## config.mk

```make
export PLATFORM = sky130hd
export DESIGN_NAME = rr_arb8_ctrl_flat
export DESIGN_NICKNAME = d
export VERILOG_FILES = /design/src/rtl/rr_arb8_ctrl_if.sv /design/src/rtl/rr_arb8_ctrl.sv /design/src/flat_wrapper.sv
export SDC_FILE = /design/constraint.sdc
export NUM_CORES = 1
export LEC_CHECK = 0
export BUFFER_PORTS_ARGS = -buffer_cell sky130_fd_sc_hd__buf_2
export CAP_MARGIN = 10
export CORE_MARGIN = 5
export CORE_UTILIZATION = 62
export CTS_BUF_LIST = sky130_fd_sc_hd__clkbuf_4 sky130_fd_sc_hd__clkbuf_8 sky130_fd_sc_hd__clkbuf_16
export CTS_CLUSTER_DIAMETER = 120
export CTS_CLUSTER_SIZE = 14
export DETAILED_ROUTE_END_ITERATION = 6
export HOLD_SLACK_MARGIN = 0.1
export PLACE_DENSITY = 0.85
export SETUP_SLACK_MARGIN = 0.1
export SYNTH_ARGS = -nofsm -noshare
export SYNTH_HDL_FRONTEND = slang
export SYNTH_SLANG_ARGS = --single-unit
```

## constraint.sdc

```tcl
create_clock -name clk -period 9.7 [get_ports clk]
set_input_delay 0.97 -clock clk [delete_from_list [all_inputs] [get_ports clk]]
set_output_delay 0.97 -clock clk [all_outputs]
set_load 0.03 [all_outputs]
```

## src/rtl/rr_arb8_ctrl_if.sv

```systemverilog
// rtl/rr_arb8_ctrl_if.sv - request/grant bundle between eight clients and the round-robin arbiter
interface rr_arb8_ctrl_if;
    logic [7:0] req;
    logic       done;
    logic [7:0] grant;
    logic [2:0] sel;
    logic       valid;
    logic [7:0] hold_cnt;

    // master: the client side raising requests; slave: the arbiter
    modport master (
        output req,
        output done,
        input  grant,
        input  sel,
        input  valid,
        input  hold_cnt
    );

    modport slave (
        input  req,
        input  done,
        output grant,
        output sel,
        output valid,
        output hold_cnt
    );
endinterface

```

## src/rtl/rr_arb8_ctrl.sv

```systemverilog
// rtl/rr_arb8_ctrl.sv - eight-requester round-robin arbiter driving a registered DMux8Way/Mux8Way select
module rr_arb8_ctrl #(
    parameter int unsigned HOLD_MAX = 4
) (
    input  logic           clk,
    input  logic           reset,
    rr_arb8_ctrl_if.slave  bus
);

    typedef enum logic {
        IDLE  = 1'b0,
        GRANT = 1'b1
    } state_t;

    localparam bit         HOLD_EN   = (HOLD_MAX != 0);
    localparam logic [7:0] HOLD_LAST = (HOLD_MAX == 0) ? 8'd0 : 8'(HOLD_MAX - 1);

    state_t     state, state_nx;
    logic [2:0] ptr, ptr_nx;
    logic [2:0] sel_r, sel_nx;
    logic [7:0] grant_r, grant_nx;
    logic [7:0] hold_r, hold_nx;

    logic       release_c;
    logic [2:0] scan_base;
    logic       win_found;
    logic [2:0] win_idx;

    // Scan base, base+1, ... base+7 (mod 8); the lowest offset with a request wins.
    function automatic logic [3:0] rr_pick(input logic [7:0] r, input logic [2:0] base);
        logic [3:0] res;
        logic [2:0] idx;
        res = 4'b0000;
        for (int k = 7; k >= 0; k--) begin
            idx = base + 3'(k);
            if (r[idx]) begin
                res = {1'b1, idx};
            end
        end
        return res;
    endfunction

    always_comb begin
        state_nx  = state;
        ptr_nx    = ptr;
        sel_nx    = sel_r;
        grant_nx  = grant_r;
        hold_nx   = hold_r;

        release_c = (state == GRANT) &&
                    (bus.done || !bus.req[sel_r] || (HOLD_EN && (hold_r == HOLD_LAST)));

        // On release the pointer moves past the current grantee, making it lowest priority
        // for the re-arbitration that happens on this very edge.
        scan_base = release_c ? (sel_r + 3'd1) : ptr;
        {win_found, win_idx} = rr_pick(bus.req, scan_base);

        case (state)
            IDLE: begin
                if (win_found) begin
                    state_nx = GRANT;
                    grant_nx = 8'b1 << win_idx;
                    sel_nx   = win_idx;
                    hold_nx  = 8'd0;
                end
            end
            GRANT: begin
                if (release_c) begin
                    ptr_nx = sel_r + 3'd1;
                    if (win_found) begin
                        grant_nx = 8'b1 << win_idx;
                        sel_nx   = win_idx;
                        hold_nx  = 8'd0;
                    end else begin
                        state_nx = IDLE;
                        grant_nx = 8'd0;
                        hold_nx  = 8'd0;
                    end
                end else if (hold_r != 8'hFF) begin
                    hold_nx = hold_r + 8'd1;
                end
            end
            default: begin
                state_nx = IDLE;
                grant_nx = 8'd0;
                hold_nx  = 8'd0;
            end
        endcase
    end

    always_ff @(posedge clk) begin
        if (reset) begin
            state   <= IDLE;
            ptr     <= 3'd0;
            sel_r   <= 3'd0;
            grant_r <= 8'd0;
            hold_r  <= 8'd0;
        end else begin
            state   <= state_nx;
            ptr     <= ptr_nx;
            sel_r   <= sel_nx;
            grant_r <= grant_nx;
            hold_r  <= hold_nx;
        end
    end

    // All outputs come straight from flops so the steering select never glitches.
    assign bus.grant    = grant_r;
    assign bus.sel      = sel_r;
    assign bus.valid    = (state == GRANT);
    assign bus.hold_cnt = hold_r;

endmodule

```

## src/flat_wrapper.sv

```systemverilog
// flat-port wrapper written by rule: the top's interface ports become plain ports
module rr_arb8_ctrl_flat 
#(
    parameter int unsigned HOLD_MAX = 4
)
  (clk, reset, bus_req, bus_done, bus_grant, bus_sel, bus_valid, bus_hold_cnt);
  rr_arb8_ctrl_if bus_i ();
  input  logic clk;
  input  logic reset;
  input wire logic [$bits(bus_i.req)-1:0] bus_req;
  input wire logic [$bits(bus_i.done)-1:0] bus_done;
  output wire logic [$bits(bus_i.grant)-1:0] bus_grant;
  output wire logic [$bits(bus_i.sel)-1:0] bus_sel;
  output wire logic [$bits(bus_i.valid)-1:0] bus_valid;
  output wire logic [$bits(bus_i.hold_cnt)-1:0] bus_hold_cnt;
  assign bus_i.req = bus_req;
  assign bus_i.done = bus_done;
  assign bus_grant = bus_i.grant;
  assign bus_sel = bus_i.sel;
  assign bus_valid = bus_i.valid;
  assign bus_hold_cnt = bus_i.hold_cnt;
  rr_arb8_ctrl #(.HOLD_MAX(HOLD_MAX)) u_core (.clk(clk), .reset(reset), .bus(bus_i));
endmodule
```

After elaboration in Yosys (flattened, before gate mapping). Index checks and enable logic that the tools add are counted.

Flip-flop bits (word level): 23. Bits in latches: 0. RAM bits: 0. Bits in read-only memories: 0. Input port bits: 11. Output and inout port bits: 20. Word-level logic and storage cells: 77. Memories kept: 0.

Add/sub/neg operators: 9. $mul: 0. Div/mod/pow operators: 0. Magnitude comparators: 9. Equality and inequality tests: 5. Shift-type cells: 1. Muxes and demuxes: 41. Bitwise logic cells: 1. Reductions and logical operators: 6.

Operators with widths (number): two-way mux 8 bit (6); less-than comparator 3 x 4 -> 1 bit (second input constant) (9); two-way mux 4 bit (8); one-hot mux 8 bit (2 select lines) (2); binary-select mux 1 bit (select 3 bit) (9); adder 3 bit (second input constant) (4); two-way mux 1 bit (11); two-way mux 3 bit (3); adder 8 x 1 -> 8 bit (second input constant) (1); == test 8 x 2 -> 1 bit (second input constant) (1); != test 8 bit (second input constant) (1); << shifter 1 x 3 -> 8 bit (first input constant) (1); adder 3 x 1 -> 3 bit (second input constant) (2); adder 3 x 2 -> 3 bit (second input constant) (2); one-hot mux 3 bit (2 select lines) (1); AND reduction 2 bit (2); != test 3 bit (second input constant) (1); logical OR 1 bit (2); != test 2 x 1 -> 1 bit (second input constant) (1); != test 2 bit (second input constant) (1); one-hot mux 1 bit (2 select lines) (1); logical AND 1 bit (1); logical NOT 1 bit (1); inverter 1 bit (1).

Longest topological paths before layout. Gate-level depths: netlist of the first run.

Depth in word-level cells: 22. Mapped depth: 16. Gate-level depth less buffers: 16.

Worst setup path after synthesis of the first run. No wires, ideal clock.

Path kind: input -> register. Start point: input bus_req[5]. End point: register u_core.grant_r[1], in the netlist u_core.bus.grant[1]. Setup time: 0.087 ns. Data arrival time: 4.572 ns. Slack: 5.041 ns. Cell stages on the path: 14. Path through: mux4_1 -> mux2i_1 -> o21ai_1 -> mux2i_2 -> clkbuf_1 -> ha_1 -> inv_1 -> nand3_1 -> and2_1 -> mux4_2 -> nand3_2 -> o21ai_1 -> or3_1 -> o31ai_1.

Cells in the longest elaborated chain, start to end: 22.

RTL lines: start: declaration (line flat_wrapper.sv:10) `input wire logic [$bits(bus_i.req)-1:0] bus_req;`; binary-select mux 1 bit (select 3 bit) (line rr_arb8_ctrl.sv:51) `(bus.done || !bus.req[sel_r] || (HOLD_EN && (hold_r == HOLD_LAST)));`; two-way mux 1 bit (implied by the code) (line rr_arb8_ctrl.sv:51); logical NOT 1 bit (line rr_arb8_ctrl.sv:51); logical OR 1 bit (2 in series) (line rr_arb8_ctrl.sv:51); logical AND 1 bit (line rr_arb8_ctrl.sv:50) `release_c = (state == GRANT) &&`; two-way mux 3 bit (line rr_arb8_ctrl.sv:55) `scan_base = release_c ? (sel_r + 3'd1) : ptr;`; adder 3 bit (line rr_arb8_ctrl.sv:35) `idx = base + 3'(k);`; binary-select mux 1 bit (select 3 bit) (line rr_arb8_ctrl.sv:36) `if (r[idx]) begin`; two-way mux 1 bit (implied by the code) (line rr_arb8_ctrl.sv:36); two-way mux 4 bit (8 in series) (line rr_arb8_ctrl.sv:36); << shifter 1 x 3 -> 8 bit (line rr_arb8_ctrl.sv:62, rr_arb8_ctrl.sv:71); two-way mux 8 bit (line rr_arb8_ctrl.sv:70) `if (win_found) begin`; two-way mux 8 bit (line rr_arb8_ctrl.sv:68) `if (release_c) begin`; one-hot mux 8 bit (2 select lines) (line rr_arb8_ctrl.sv:58) `case (state)`; end signal: assignment (line rr_arb8_ctrl.sv:102) `grant_r <= grant_nx;`; end: declaration (line rr_arb8_ctrl.sv:21) `logic [7:0] grant_r, grant_nx;`.

Several ways; a longest one is shown, not always the timed one. The select of a mux whose other input is x is not followed. A chain may end at the register's enable or synchronous reset.

Worst setup path in the final report of the first run.
Start point: input bus_req[5]. End point: register u_core.grant_r[1], in the netlist u_core.bus.grant[1].

Cells in the longest elaborated chain, start to end: 22.

RTL lines: binary-select mux 1 bit (select 3 bit) (*) (line rr_arb8_ctrl.sv:51); two-way mux 1 bit (implied by the code) (*) (line rr_arb8_ctrl.sv:51); logical NOT 1 bit (*) (line rr_arb8_ctrl.sv:51); logical OR 1 bit (*) (2 in series) (line rr_arb8_ctrl.sv:51); logical AND 1 bit (*) (line rr_arb8_ctrl.sv:50); two-way mux 3 bit (*) (line rr_arb8_ctrl.sv:55); via u_core.scan_base[1] (line rr_arb8_ctrl.sv:25) `logic [2:0] scan_base;`; adder 3 bit (line rr_arb8_ctrl.sv:35); binary-select mux 1 bit (select 3 bit) (line rr_arb8_ctrl.sv:36); two-way mux 1 bit (implied by the code) (line rr_arb8_ctrl.sv:36); two-way mux 4 bit (7 in series) (line rr_arb8_ctrl.sv:36); two-way mux 4 bit (*) (line rr_arb8_ctrl.sv:36); << shifter 1 x 3 -> 8 bit (line rr_arb8_ctrl.sv:62, rr_arb8_ctrl.sv:71); two-way mux 8 bit (line rr_arb8_ctrl.sv:70); two-way mux 8 bit (line rr_arb8_ctrl.sv:68); one-hot mux 8 bit (2 select lines) (line rr_arb8_ctrl.sv:58).

Mark *: on every way through the listed nets, which the timed path passes. The rest lies on a longest branch. The select of a mux whose other input is x is not followed.

==> impl_metrics.csv, run 1 <==
group,metric,value,unit
sta,worstMarginPinSlew,0.910,ns
critical_path,crit_type,"input pin to register",
clock_tree,cts_sinks,23,
synthesis,synth_area,2420,sq um
clock_tree,cts_setup_buffers,0,
sta,period_needed,5.24,ns
outcome,status,"complete, no violations",
global_route,grt_pass1_vias,1959,
synthesis,synth_warnings,0,
die,num_rows,22,
clock_tree,postCtsHoldBufs,0,
cells_and_area,nets,330,
place,io_buffer_count,30,
power,ir_drop,0.214,mV
die,ios,31,
critical_path,crit_path_start_kind,"input pin",
power,p_leak,0.00103,uW
synthesis,netlist_top_cells_area,"dfxtp_1, mux2i_1, nor2_1",
clock_tree,ctsResizeCount,0,
cells_and_area,synthToLayoutAreaGrowth,9.03,%
die,core_area,3720,sq um
die,floorplan.initialDensity,0.652,
route,routed_wirelength,6090,microns
synthesis,synth_xor_area_frac,0.0330,
power,finalPower,810,uW
synthesis,yosys-mux-area-fraction,0.211,
route,ant_nets,0,
clock_tree,clockRootBuffer,"clkbuf_8",
run,cap_violations,0,
global_route,overflow,0,
critical_path,arrival,5.42,ns
global_route,grt-busiest-layer,"met2",
route,wl_per_cell,16.8,microns
place,place_inst,358,
synthesis,yosysTopAreaCell,"dfxtp_1",
clock_tree,cts_made_buffers,3,
synthesis,synth_top_area_share,0.190,
clock_tree,clock_latency,0.27,ns
die,die-area,5260,sq um
sta,skew,0.00549,ns
clock_tree,cts_tree,"built",
synthesis,synthSimpleGateAreaFrac,0.215,
global_route,grt_max_degree,27,
sta,rsz0062_at_grt,"no",
synthesis,async_reset_ff_frac,0,
sta,slew_viol_final,0,
cells_and_area,utilization,0.711,
route,drtIter0Drc,277,
route,vias,2342,
synthesis,ys_ff_latch,23,
synthesis,synth_compound_area_frac,0.299,
global_route,track_usage,0.225,
cells_and_area,drive_above_1_share,0.226,
critical_path,cp-end-kind,"register",
synthesis,post_synth_num_cell_types,65,
power,p_per_area,307,nW/um^2
global_route,met1_usage,0.319,
sta,finalSetupViolCount,0,
place,place.gp.congestion,0.985,
clock_tree,cts_buffer_depth,2,
route,drc,0,
global_route,grt_pass1_wl,9680,microns
die,die-height,72.5,microns
sta,fmax,191,MHz
sta,fin_setup_tns,0,ns
clock_tree,htreeDepth,1,
global_route,use_met2,0.366,
die,die_x,72.5,microns
synthesis,synth_edf_count,0,
cells_and_area,antenna_cells,0,
synthesis,synth_top_family_by_area,"compound AO/OA/AOI/OAI gates",
sta,finalHoldViolations,0,
synthesis,syn_area_per_cell,8.36,sq um
critical_path,cp.required,9.88,ns
synthesis,synthAdderAreaFrac,0.0207,
clock_tree,path_clk_slew,0.08,ns
route,vias_per_cell,6.47,
global_route,antenna_found_initial,0,
synthesis,synth_nets,305,
synthesis,ys.flop_type,"dfxtp_1",
sta,timing.final.crit_share,0.540,
hold_path,hp-class,"register to register",
synthesis,syn_inst,290,
sta,slew_headroom,0.381,
synthesis,yosysSeqAreaShare,0.190,
critical_path,crit_path_max_fanout,19,
global_route,use_met3,0.0388,
place,dp_hpwl,4480,microns
route,drt-pass1-iter-count,5,
cells_and_area,fin_cells,362,
[per-layer routing]
metal  up-vias  routed length (microns)
li1       1170                        -
met1      1092                     2920
met2        76                     2790
met3         4                      354
met4         0                       34
met5         -                        0
[synth_stat cells (3+ instances only)]
master    instances
clkbuf_1          7
nand2_1          25
o21ai_0           8
ha_1              4
o22ai_1           5
or3_1             7
o21ai_1           9
xnor2_1           5
dfxtp_1          23
mux4_2            4
a221o_1           5
o211ai_1          5
mux2_2           11
a221oi_2          3
and2_1            7
nor3_1            8
nor2_1           36
nand3_1           7
inv_1             7
buf_2             3
o31ai_1           4
mux2i_1          19
a21o_1            5
a21oi_1          13
a211oi_1          6
a22o_1            4
[registers in the layout, summed over array words and instances (netlist names)]
register / cells
u_core.bus.hold_cnt: 8
u_core.bus.valid: 1
u_core.bus.grant: 8
u_core.bus.sel: 3
u_core.ptr: 3
[worst max-delay path: stages]
cell and delay (ns):
buf_2 0.14, mux4_1 0.56, mux2i_1 0.25, o21ai_1 0.17
mux2i_2 0.80, inv_2 0.21, ha_1 0.61, inv_1 0.20
mux4_2 0.41, nand3_2 0.15, or3_1 0.42, a21oi_2 0.35
nand2_1 0.11, o31ai_1 0.07
[cell usage in the layout, fill, tap and decap left out, types with 3 or more instances in the layout]
master and count:
nor2_1 36, buf_2 30, nand2_1 25, dfxtp_1 23
mux2i_1 19, a21oi_1 13, mux2_2 11, o21ai_1 9
nor3_1 8, o21ai_0 8, or3_1 7, inv_1 7
and2_1 7, nand3_1 7, a211oi_1 6, o22ai_1 5
o211ai_1 5, a21o_1 5, xnor2_1 5, a221o_1 5
a22o_1 4, mux4_2 4, o31ai_1 4, ha_1 4
a221oi_2 3, clkbuf_8 3
[stage by stage]
step / worst slack [ns] / hold slack [ns] / area (sq um)
2_1_floorplan: 5.04 / 0.569 / 2420
3_3_place_gp: 4.33 / 0.433 / 2600
3_5_place_dp: 4.25 / 0.440 / 2600
4_1_cts: 4.53 / 0.451 / 2640
5_1_grt: 4.15 / 0.467 / 2640
6_report: 4.46 / 0.451 / 2640
[path summary, 6_finish.rpt]
check,from,endpoint,slack (ns),cells after the start
hold reg to reg,u_core.bus.grant[4]$_SDFFE_PP0P_,u_core.bus.grant[4]$_SDFFE_PP0P_,0.45,2
hold / removal,u_core.bus.grant[4]$_SDFFE_PP0P_,u_core.bus.grant[4]$_SDFFE_PP0P_,0.45,2
setup reg to reg,u_core.bus.hold_cnt[0]$_SDFFE_PP0P_,u_core.bus.grant[1]$_SDFFE_PP0P_,4.53,14
setup / recovery,bus_req[5],u_core.bus.grant[1]$_SDFFE_PP0P_,4.46,14
[report_power, final]
part           switching, uW  leakage (uW)  internal, uW
Clock                   31.2     0.0000255          28.7
Sequential              25.5      0.000187           114
Combinational            359      0.000820           251
Total                    416       0.00103           394
[final cells by class]
type	count	area, sq um
Multi-Input combinational cell	248	1890
Fill cell	312	1070
Sequential cell	23	460
Timing Repair Buffer	31	158
Tap cell	48	60.1
Clock buffer	3	41.3
Inverter	8	30.0
Clock inverter	1	5.00
[logic make-up after synthesis]
| family | Yosys count |
|---|---|
| compound gates | 92 |
| xor+xnor | 7 |
| fa+ha+maj | 4 |
| buf+inv | 19 |
| flops | 23 |
| mux | 40 |
| simple gates | 105 |
Power figures use the tool's default switching activity.
==> run 2: changes to the inputs <==
- ABC_AREA: unset -> 1
- CORE_UTILIZATION: 62 -> 51
- PLACE_DENSITY: 0.85 -> 0.76
- clock period: 9.7 -> 4.2 ns (I/O delays scaled with it)
==> run 2 against run 1 <==
  * Clock-buffer cell count unchanged
  * Sequential power up 120%
  * First-iteration DRC count down 39%
  * Core utilization down 13 points
  * Sequential share of layout area up 4.5 points
  * Global-route usage down 2.6 points
  * Critical path type is now register to register
  * Worst hold slack worse by 0.016 ns
  * Non-clock buffer count down 1
==> impl_metrics.csv, run 2 <==
group,metric,value,unit
outcome,status,"complete, no violations",
global_route,use_met3,0.0230,
route,wl_per_cell,12.0,microns
synthesis,ys_ff_latch,23,
place,place.gp.congestion,0.969,
cells_and_area,nets,364,
sta,period_needed,3.43,ns
critical_path,cp-end-kind,"register",
route,routed_wirelength,4750,microns
place,place_inst,392,
sta,slew_viol_final,0,
synthesis,netlist_top_cells_area,"dfxtp_1, nand2_1, nand3_1",
critical_path,crit_type,"register to register",
global_route,antenna_found_initial,0,
die,ios,31,
die,num_rows,22,
critical_path,arrival,3.59,ns
route,ant_nets,0,
clock_tree,cts_buffer_depth,2,
sta,slew_headroom,0.753,
clock_tree,postCtsHoldBufs,0,
clock_tree,clock_latency,0.26,ns
cells_and_area,drive_above_1_share,0.175,
cells_and_area,fin_cells,396,
global_route,grt_max_degree,14,
die,floorplan.initialDensity,0.516,
hold_path,hp-class,"input pin to register",
route,vias,2060,
sta,finalHoldViolations,0,
power,p_leak,0.00115,uW
sta,finalSetupViolCount,0,
cells_and_area,final_common_cell,"nand2_1",
global_route,grt_pass1_wl,8240,microns
global_route,overflow,0,
global_route,grt_pass1_vias,1907,
critical_path,r2r_cells,21,
cells_and_area,synthToLayoutAreaGrowth,12.7,%
place,io_buffer_count,30,
cells_and_area,nFillCells,360,
sta,skew,0.00148,ns
hold_path,hold-path-cell-count,2,
die,die-area,4960,sq um
route,drtIter0Drc,168,
global_route,grt-busiest-layer,"met2",
clock_tree,cts_tree,"built",
synthesis,synth_nets,332,
clock_tree,clockRootBuffer,"clkbuf_8",
global_route,use_met2,0.338,
synthesis,synth_edf_count,0,
clock_tree,cts_made_buffers,3,
critical_path,crit_path_start_kind,"register",
synthesis,yosysSeqAreaShare,0.247,
power,ir_drop,0.569,mV
synthesis,syn_inst,317,
global_route,track_usage,0.200,
synthesis,syn_area_per_cell,5.87,sq um
synthesis,post_synth_num_cell_types,28,
clock_tree,cts_setup_buffers,0,
cells_and_area,antenna_cells,0,
power,p_per_area,866,nW/um^2
synthesis,ys.flop_type,"dfxtp_1",
route,drc,0,
sta,fmax,292,MHz
critical_path,crit_path_max_fanout,9,
synthesis,synth_area,1860,sq um
synthesis,synth_warnings,0,
critical_path,cp.required,4.36,ns
run,cap_violations,0,
place,dp_hpwl,3900,microns
synthesis,yosysTopAreaCell,"dfxtp_1",
clock_tree,ctsResizeCount,0,
synthesis,yosysMostFrequentCell,"nand2_1",
cells_and_area,final_cell_mix,"nand2_1, nand3_1, inv_1",
die,die-height,70.4,microns
sta,timing.final.crit_share,0.816,
sta,rsz0062_at_grt,"no",
route,vias_per_cell,5.20,
synthesis,synth_top_area_share,0.247,
clock_tree,htreeDepth,1,
clock_tree,cts_sinks,23,
route,drt-pass1-iter-count,5,
global_route,met1_usage,0.260,
synthesis,async_reset_ff_frac,0,
sta,worstMarginPinSlew,0.367,ns
die,core_area,3610,sq um
die,die_x,70.4,microns
clock_tree,path_clk_slew,0.08,ns
sta,fin_setup_tns,0,ns
synthesis,synth_commonest_cells,"nand2_1, nand3_1, inv_1",
[run 2: worst max-delay path, stage by stage (launching register included)]
cell and delay [ns]:
dfxtp_1 0.35, ha_1 0.25, nand3_1 0.09, nor2_1 0.06, nor2_1 0.19, nand3_4 0.15, nand2_4 0.15, inv_1 0.05
nand2_1 0.07, nand2_2 0.12, ha_1 0.41, inv_1 0.16, nand3_1 0.12, nand3_1 0.10, nand2_1 0.13, nor3_2 0.28
nand2_2 0.12, nand2_2 0.10, nand2_4 0.08, nand2_1 0.15, a21oi_1 0.08, o21a_1 0.10
[run 2: routing by layer]
layer / wire, microns / vias up
met1: 2200 / 914
met4: 82 / 0
met3: 266 / 10
met5: 0 / -
met2: 2200 / 56
li1: - / 1080
[run 2: stage by stage]
step / hold slack (ns) / power, uW / util / area [sq um] / worst slack, ns
after global routing: 0.464 / 2020 / 0.582 / 2100 / 0.418
after detailed placement: 0.437 / 1670 / 0.569 / 2050 / 0.801
after floorplan: 0.576 / 1390 / - / 1860 / 1.07
final: 0.435 / 1820 / 0.582 / 2100 / 0.771
after CTS: 0.433 / 1810 / 0.582 / 2100 / 0.778
after global placement: 0.443 / 1660 / 0.569 / 2050 / 0.825
[run 2: cell type report]
| cell class | count | area, sq um | area share |
|---|---|---|---|
| Timing Repair Buffer | 30 | 150 | 0.0716 |
| Clock inverter | 1 | 5.00 | 0.00239 |
| Sequential cell | 23 | 460 | 0.219 |
| Tap cell | 48 | 60.1 | 0.0286 |
| Multi-Input combinational cell | 246 | 1210 | 0.578 |
| Clock buffer | 3 | 41.3 | 0.0197 |
| Inverter | 45 | 169 | 0.0805 |
[run 2: final timing paths]
| check | from | end | slack (ns) |
|---|---|---|---|
| worst max-delay path | u_core.bus.hold_cnt[0]$_SDFFE_PP0P_ | u_core.bus.hold_cnt[3]$_SDFFE_PP0P_ | 0.77 |
| worst min-delay path | reset | u_core.bus.hold_cnt[1]$_SDFFE_PP0P_ | 0.44 |
| worst max register to register | u_core.bus.hold_cnt[0]$_SDFFE_PP0P_ | u_core.bus.hold_cnt[3]$_SDFFE_PP0P_ | 0.77 |
| worst min register to register | u_core.bus.grant[4]$_SDFFE_PP0P_ | u_core.bus.grant[4]$_SDFFE_PP0P_ | 0.45 |
[run 2: cells by family after synthesis]
kind of cell             synth area share
AND/OR/NAND/NOR                     0.522
buffers and inverters               0.101
AO/OA/AOI/OAI                      0.0934
flip-flops                          0.247
adder cells (fa/ha/maj)            0.0269
XOR/XNOR                          0.00941
[run 2: report_power, final]
group / internal, uW / switching (uW)
Clock: 66.2 / 68.6
Sequential: 266 / 42.0
Combinational: 421 / 953
